### src/rtl/yin_tau_sweep_ctrl.sv
// yin_tau_sweep_ctrl: walks one diff_module over tau = 1..MAX_TAU for a single
// analysis window, keeps a running sum of d(tau), and applies the YIN
// cumulative-mean-normalized threshold test by cross-multiplication:
//   d(tau) / ((1/tau) * sum) < threshold  <=>  d*tau*2^TH_FRAC < threshold*sum
// The first tau that passes wins; otherwise the smallest d(tau) (tau >= MIN_TAU)
// is reported as a fallback.
//
// Handshake with diff_module: diff_reset high restarts its accumulation; it
// drops diff_ready whenever it samples diff_reset high and raises diff_ready
// (with diff_acc valid) once the window sum for diff_tau is complete. The
// controller holds diff_reset low for the whole WAIT, so a stale ready from
// the previous tau can never be seen.
module yin_tau_sweep_ctrl #(
    parameter int ACC_WIDTH      = 39,
    parameter int TAU_BITS       = 6,
    parameter int MAX_TAU        = 40,
    parameter int MIN_TAU        = 2,
    parameter int TH_FRAC        = 8,
    parameter int TIMEOUT_CYCLES = 4096
) (
    input  logic                 clk,
    input  logic                 reset,
    input  logic                 start,
    input  logic [TH_FRAC:0]     threshold,
    output logic [TAU_BITS-1:0]  diff_tau,
    output logic                 diff_reset,
    input  logic                 diff_ready,
    input  logic [ACC_WIDTH-1:0] diff_acc,
    output logic                 result_valid,
    output logic [TAU_BITS-1:0]  result_tau,
    output logic [ACC_WIDTH-1:0] result_value,
    output logic                 busy,
    output logic                 done,
    output logic [TAU_BITS-1:0]  best_tau,
    output logic                 best_found,
    output logic                 error
);

    localparam int SUM_W  = ACC_WIDTH + TAU_BITS;
    localparam int PROD_W = SUM_W + TH_FRAC + 1;
    localparam int TMR_W  = $clog2(TIMEOUT_CYCLES + 1);
    localparam logic [TMR_W-1:0]    TMR_LAST   = TMR_W'(TIMEOUT_CYCLES - 1);
    localparam logic [TAU_BITS-1:0] TAU_MIN_C  = TAU_BITS'(MIN_TAU);
    localparam logic [TAU_BITS-1:0] TAU_MAX_C  = TAU_BITS'(MAX_TAU);

    typedef enum logic [2:0] {
        S_IDLE,
        S_ISSUE,
        S_WAIT,
        S_EVAL,
        S_DONE
    } state_t;

    state_t state_q, state_d;

    logic [TAU_BITS-1:0]  tau_q;
    logic [SUM_W-1:0]     sum_q;
    logic [ACC_WIDTH-1:0] d_q;
    logic [ACC_WIDTH-1:0] min_q;
    logic [TAU_BITS-1:0]  min_tau_q;
    logic [TH_FRAC:0]     th_q;
    logic [TMR_W-1:0]     timer_q;

    logic [SUM_W-1:0]  sum_next;
    logic [PROD_W-1:0] lhs;
    logic [PROD_W-1:0] rhs;
    logic              eligible;
    logic              hit;
    logic              min_upd;
    logic              last_tau;
    logic              timeout_hit;

    // Threshold test and minimum tracking for the tau currently in EVAL.
    always_comb begin
        sum_next    = sum_q + SUM_W'(d_q);
        lhs         = (PROD_W'(d_q) * PROD_W'(tau_q)) << TH_FRAC;
        rhs         = PROD_W'(th_q) * PROD_W'(sum_next);
        eligible    = (tau_q >= TAU_MIN_C);
        hit         = eligible && (sum_next != '0) && (lhs < rhs);
        min_upd     = eligible && (d_q < min_q);
        last_tau    = (tau_q == TAU_MAX_C);
        timeout_hit = (timer_q == TMR_LAST);
    end

    // State register.
    always_ff @(posedge clk) begin
        if (reset) state_q <= S_IDLE;
        else       state_q <= state_d;
    end

    // Next-state logic and state-decoded outputs.
    always_comb begin
        state_d      = state_q;
        diff_reset   = 1'b1;
        busy         = 1'b0;
        done         = 1'b0;
        result_valid = 1'b0;
        case (state_q)
            S_IDLE: begin
                if (start) state_d = S_ISSUE;
            end
            S_ISSUE: begin
                busy    = 1'b1;
                state_d = S_WAIT;
            end
            S_WAIT: begin
                busy       = 1'b1;
                diff_reset = 1'b0;
                if (diff_ready)       state_d = S_EVAL;
                else if (timeout_hit) state_d = S_DONE;
            end
            S_EVAL: begin
                busy         = 1'b1;
                diff_reset   = 1'b0;
                result_valid = 1'b1;
                if (hit || last_tau) state_d = S_DONE;
                else                 state_d = S_ISSUE;
            end
            S_DONE: begin
                done    = 1'b1;
                state_d = S_IDLE;
            end
            default: state_d = S_IDLE;
        endcase
    end

    // Sweep datapath: tau, running sum, captured d, minimum, timer, results.
    always_ff @(posedge clk) begin
        if (reset) begin
            tau_q      <= '0;
            sum_q      <= '0;
            d_q        <= '0;
            min_q      <= '0;
            min_tau_q  <= '0;
            th_q       <= '0;
            timer_q    <= '0;
            best_tau   <= '0;
            best_found <= 1'b0;
            error      <= 1'b0;
        end else begin
            case (state_q)
                S_IDLE: begin
                    if (start) begin
                        th_q       <= threshold;
                        tau_q      <= TAU_BITS'(1);
                        sum_q      <= '0;
                        min_q      <= '1;
                        min_tau_q  <= TAU_MIN_C;
                        best_tau   <= '0;
                        best_found <= 1'b0;
                        error      <= 1'b0;
                    end
                end
                S_ISSUE: timer_q <= '0;
                S_WAIT: begin
                    if (diff_ready)       d_q     <= diff_acc;
                    else if (timeout_hit) error   <= 1'b1;
                    else                  timer_q <= timer_q + 1'b1;
                end
                S_EVAL: begin
                    sum_q <= sum_next;
                    if (hit) begin
                        best_tau   <= tau_q;
                        best_found <= 1'b1;
                    end else begin
                        if (min_upd) begin
                            min_q     <= d_q;
                            min_tau_q <= tau_q;
                        end
                        if (last_tau) begin
                            best_tau   <= min_upd ? tau_q : min_tau_q;
                            best_found <= 1'b0;
                        end else begin
                            tau_q <= tau_q + 1'b1;
                        end
                    end
                end
                default: ;
            endcase
        end
    end

    assign diff_tau     = tau_q;
    assign result_tau   = tau_q;
    assign result_value = d_q;

endmodule

### config.mk
export PLATFORM = sky130hd
export DESIGN_NAME = yin_tau_sweep_ctrl
export DESIGN_NICKNAME = d
export VERILOG_FILES = /design/src/rtl/yin_tau_sweep_ctrl.sv
export SDC_FILE = /design/constraint.sdc
export NUM_CORES = 2
export LEC_CHECK = 0
export ABC_AREA = 1
export CELL_PAD_IN_SITES_DETAIL_PLACEMENT = 1
export CELL_PAD_IN_SITES_GLOBAL_PLACEMENT = 1
export CORE_AREA = 2 2 263 265
export DETAILED_ROUTE_END_ITERATION = 8
export DIE_AREA = 0 0 265 267
export PLACE_DENSITY = 0.86
export SLEW_MARGIN = 0
export SYNTH_ARGS = -nofsm -noshare
export SYNTH_HDL_FRONTEND = slang
export SYNTH_SLANG_ARGS = --single-unit
### constraint.sdc
create_clock -name clk -period 9.4 [get_ports clk]
set_clock_uncertainty 0.2 [all_clocks]
set_input_delay 2.35 -clock clk [delete_from_list [all_inputs] [get_ports clk]]
set_output_delay 2.35 -clock clk [all_outputs]
set_load 0.01 [all_outputs]
======== After elaboration in Yosys (flattened, before gate mapping) ========
Index checks and enable logic that the tools add are counted.
storage, ports and cells
  register bits after elaboration ......... 168
  input port bits ......................... 52
  logic and storage cells ................. 92
cells by class
  add/subtract/negate cells ............... 3
  multipliers ............................. 2
  magnitude comparators ................... 3
  equal/unequal tests ..................... 15
  muxes and demuxes ....................... 37
  reduce and logical (&&, ||, !) cells .... 21
operators with widths
  kind                     number
  $mux W39                 3
  $pmux W45 S2             1
  $pmux W39 S2             1
  $lt A53 B54 Y1           1
  $mul A9 B45 Y54          1
  $mux W6                  9
  $add A45 B39 Y45         1
  $mul A39 B6 Y45          1
  $mux W45                 1
  $reduce_bool A45 Y1      1
  $lt A39 B39 Y1           1
  $pmux W6 S2              3
  $mux W13                 2
  $pmux W13 S2             1
  $ne A2 B2 Y1 const B     7
  $add A13 B1 Y13 const B  1
  $eq A13 B12 Y1 const B   1
  $mux W3                  4
  $pmux W3 S4              1
  $reduce_and A4 Y1        3
  $mux W1                  9
  $reduce_and A3 Y1        3
  $reduce_and A2 Y1        4
  $add A6 B1 Y6 const B    1
  other kinds (13)         20

======== Depth between registers and ports, before layout ========
  word-level depth ........................ 7
  depth in mapped cells ................... 51
  gate-level depth less buffers ........... 49

======== Worst setup path before layout ========
OpenSTA, ideal clock, no wires.
  kind .................................... reg-to-reg
  start point ............................. register d_q[1] (netlist: result_value[1])
  end point ............................... register min_q[29]
  arrival time ............................ 7.803 ns
  data required time ...................... 9.087 ns
  setup slack ............................. 1.284 ns
  stages on the path, launching flop included .. 47
  clock period less this slack ............ 8.116 ns
  cell sequence ........................... dfxtp_1 clkbuf_1 inv_1 fa_1 inv_1 nand2_1 nand2_1 nand3_1 nand2_1 nand2_1 nand2_1 inv_1 nor2_1 fa_1 fa_1 inv_1 fa_1 inv_1 (+11 left out) o211ai_1 nand2_1 ha_1 nand2_1 o21ai_0 a21o_1 a21oi_1 nand2_1 a21oi_1 nor2_1 nor2_4 nand2_4 nand3b_4 nand2_4 buf_8 buf_8 nor2_1 nor2_1
on the way
  word-level cells in the longest chain between the ends .. 6
  elaborated cells on any way between the ends .. 12
  those cells by class .................... add/sub: 1; mul: 2; order compare: 2; eq/ne: 2; reduce/logical: 5
RTL lines
  element                                                 RTL line  source
  start: declaration                                      58        logic [ACC_WIDTH-1:0] d_q;
  start signal: assignment                                156       if (diff_ready) d_q <= diff_acc;
  $add A45 B39 Y45                                        75        sum_next = sum_q + SUM_W'(d_q);
  $mul A9 B45 Y54 or $reduce_bool A45 Y1 (tied branches)  77, 79
  $lt A53 B54 Y1 or $logic_and A1 B1 Y1 (tied branches)   79        hit = eligible && (sum_next != '0) && (lhs < rhs);
  $logic_and A1 B1 Y1                                     79
  $ne A2 B2 Y1 (no source line)                           --
  $reduce_and A4 Y1 (no source line) (*)                  --
  end signal: assignment                                  167       min_q <= d_q;
  end: declaration                                        59        logic [ACC_WIDTH-1:0] min_q;
Mark *: on every way between the ends. The rest lies on a longest branch, timed or not.
A chain may end at the register's enable or synchronous reset.

======== Final worst setup path ========
  start point ............................. register d_q[8] (netlist: result_value[8])
  end point ............................... register min_q[20]
The elaborated chain is that of the path after synthesis.

==> flow_summary.ini <==
[power_and_ir_drop]
p_leak_uw = 0.0183
power_density_mw_per_mm2 = 89.7
ir_drop_uv = 101

[route]
wl_per_cell_um = 21.6
drc = 0
viasPerCell = 5.58
drt_iter0_markers = 2046
num_vias = 31000
wirelength_um = 120000
firstDrtPassIters = 7
antenna_left = 0

[status]
status = finished, violations left
violations = max-capacitance violations, max-slew violations

[critical_path]
crit_path_max_incr_delay_ps = 520
rrSetupSlack_ps = 250
cp-end-kind = flip-flop
reg2reg_depth = 41
crit_fanout = 19
reg2reg_to = min_q[20]
criticalPathCategory = flip-flop to flip-flop
arrival_ps = 9340
start_kind = flip-flop
crit_family = adder cells
crit_required_ps = 9590
cpMaxStageDelayCell = fa_1
rr_startpoint = result_value[8]
cp_num_buf_inv = 7
crit_top_cell = nand2_1

[cts]
cts_max_path_buffers = 2
cts_buffers = 17
clk_pin_slew_ps = 80
cts_tree = built
ctsHoldBuffers = 0
cts_sinks = 168
htreeDepth = 4
clk_latency_ps = 510
cts-root-buf = clkbuf_16

[sta]
timing.final.hold_violations = 0
fin_hold_ws_ps = 264
setup_violations = 0
post-route-period-util = 0.973
slew_viol_final = 24
fmax_mhz = 109
slew_headroom = -0.00369
worst_slack_ps = 251
period_needed_ps = 9150
worst_pin_slew_ps = 1500

[flow_run]
maxCapViolCount = 1

[synthesis]
synth_fp_nets = 5359
yosysTopAreaCell = fa_1
synth_edf_count = 0
syn_avg_cell_area_um2 = 6.89
synth_seq_cells = 168
synth_area_mm2 = 0.0317
synthTopCellsByArea = fa_1 29%, nand2_1 14%, inv_1 11%
netlist_instances = 4602
yosysSeqAreaShare = 0.106
synth_cell_types = 56
synth_flop_cell = dfxtp_1
yosysWarnings = 0
ys_async_sr_fraction = 0
synth.top_cell.area_share = 0.286

[final_layout]
fill_cells = 8935
final_common_cell = nand2_1
syn_to_final_growth_pct = 10.1
final_cell_mix = 1,164 x nand2_1, 894 x inv_1, 527 x nor2_1, 452 x fa_1, 308 x a21oi_1
layout-drive-gt1-share = 0.0549
nNetsFinal = 5422

[die]
placementRows = 96
initial_core_util = 0.466
dieArea_mm2 = 0.0708
coreArea_mm2 = 0.0680
die_w_um = 265
pin_count = 115
die_h_um = 267

[global_routing]
grt_first_pass_wirelength_um = 185000
grt_pass1_vias = 33200
grt_usage = 0.339
antenna_found_initial = 6
grt_max_degree = 65
grt_overflow_total = 0

[min_path]
min_from = min_tau_q[1]
hold_path.class = flip-flop to flip-flop
hold_depth = 2
hold-path-endpoint = min_tau_q[1]

[place]
portBuffers = 114
pre_cts_ws_ps = 15.5
place.detailed.hpwl_um = 98100
gp_congestion = 0.999
-- kinds of logic (layout without fill, tap and decap cells) --
kind of cell	count (synthesis)	after routing	share of synthesized area
and+or+nand+nor	2002	2004	0.257
buffers and inverters	1082	1156	0.130
adders and majority gates	705	705	0.385
AOI/OAI and AO/OA	553	553	0.0958
DFF	168	168	0.106
xor gates and xnor gates	92	92	0.0257
other	0	1	0
-- repair_timing --
| item | CTS | global route |
|---|---|---|
| hold endpoints to repair | 0 | 0 |
| endpoints found under the setup margin | 22 | 60 |
| cloned | 0 | 5 |
| pin swaps | 0 | 2 |
| setup buffers | 0 | 5 |
| gates resized for setup | 2 | 69 |
-- worst max path at each step --
stage	from	end	depth (start not counted)
3_3_place_gp	result_value[0]	min_q[6]	47
5_1_grt	result_value[0]	min_q[19]	48
6_report	result_value[8]	min_q[20]	41
3_5_place_dp	result_value[0]	min_q[31]	44
2_1_floorplan	result_value[1]	min_q[29]	46
4_1_cts	result_value[0]	min_q[11]	46
-- per-stage QoR --
| stage | setup TNS, ps | instance area, µm² | total power (µW) | std cells | utilization |
|---|---|---|---|---|---|
| floorplan | 0 | 31700 | 1730 | 4602 | - |
| global placement | 0 | 33900 | 2240 | 5518 | 0.499 |
| detailed placement | 0 | 33900 | 2300 | 5518 | 0.499 |
| CTS | 0 | 34500 | 3070 | 5550 | 0.508 |
| global route | -1360 | 34900 | 3290 | 5561 | 0.513 |
| finish | 0 | 34900 | 3130 | 5561 | 0.513 |
-- per-layer routing --
layer | vias up | global-route usage | share of wire
li1 | 14100 | - | -
met4 | 2 | 0.173 | 0.053
met1 | 15600 | 0.427 | 0.41
met5 | - | 0 | 0.000092
met2 | 1000 | 0.573 | 0.48
met3 | 279 | 0.0440 | 0.058
-- tightest hold or removal path, cell delays in order, from the launching register on --
cell and delay (ps):
dfxtp_1 310, nand2_1 60, a21oi_1 50
-- sequential cells by signal, indices dropped and copies added (netlist names) --
| signal | count |
|---|---|
| timer_q | 13 |
| best_found | 1 |
| sum_q | 45 |
| error | 1 |
| result_value | 39 |
| best_tau | 6 |
| state_q | 3 |
| th_q | 9 |
| diff_tau | 6 |
| min_tau_q | 6 |
| min_q | 39 |
-- layout make-up --
cell class	instances	area (µm²)	area share
antenna	1	2.50	0.0000717
clock buffer	17	425	0.0122
clock inverter	15	149	0.00427
inverter	912	3420	0.0981
multi-input combinational	3354	24500	0.701
sequential	168	3370	0.0965
tap	882	1100	0.0316
timing repair buffer	212	1950	0.0560
-- cells in the mapped netlist (8+ instances only) --
cell type,n
nand2_1,1175
nor4_1,12
o21a_1,11
clkbuf_1,115
o21ai_1,15
ha_1,253
a21oi_1,313
nand2_2,23
nor3_1,32
a31oi_1,23
xnor2_1,39
fa_1,452
nand4_1,42
buf_4,8
nand3_1,129
o211ai_1,9
inv_1,900
nor2_1,538
buf_1,40
a21o_1,14
dfxtp_1,168
nor2_2,11
o21bai_1,11
o21ai_0,120
nand3b_1,18
xor2_1,52
inv_2,9
-- where the power goes --
part	internal, µW	switching, µW
clock	355	411
combinational	447	1030
sequential	788	93.9
No activity file was read; power rests on OpenSTA's default activity.
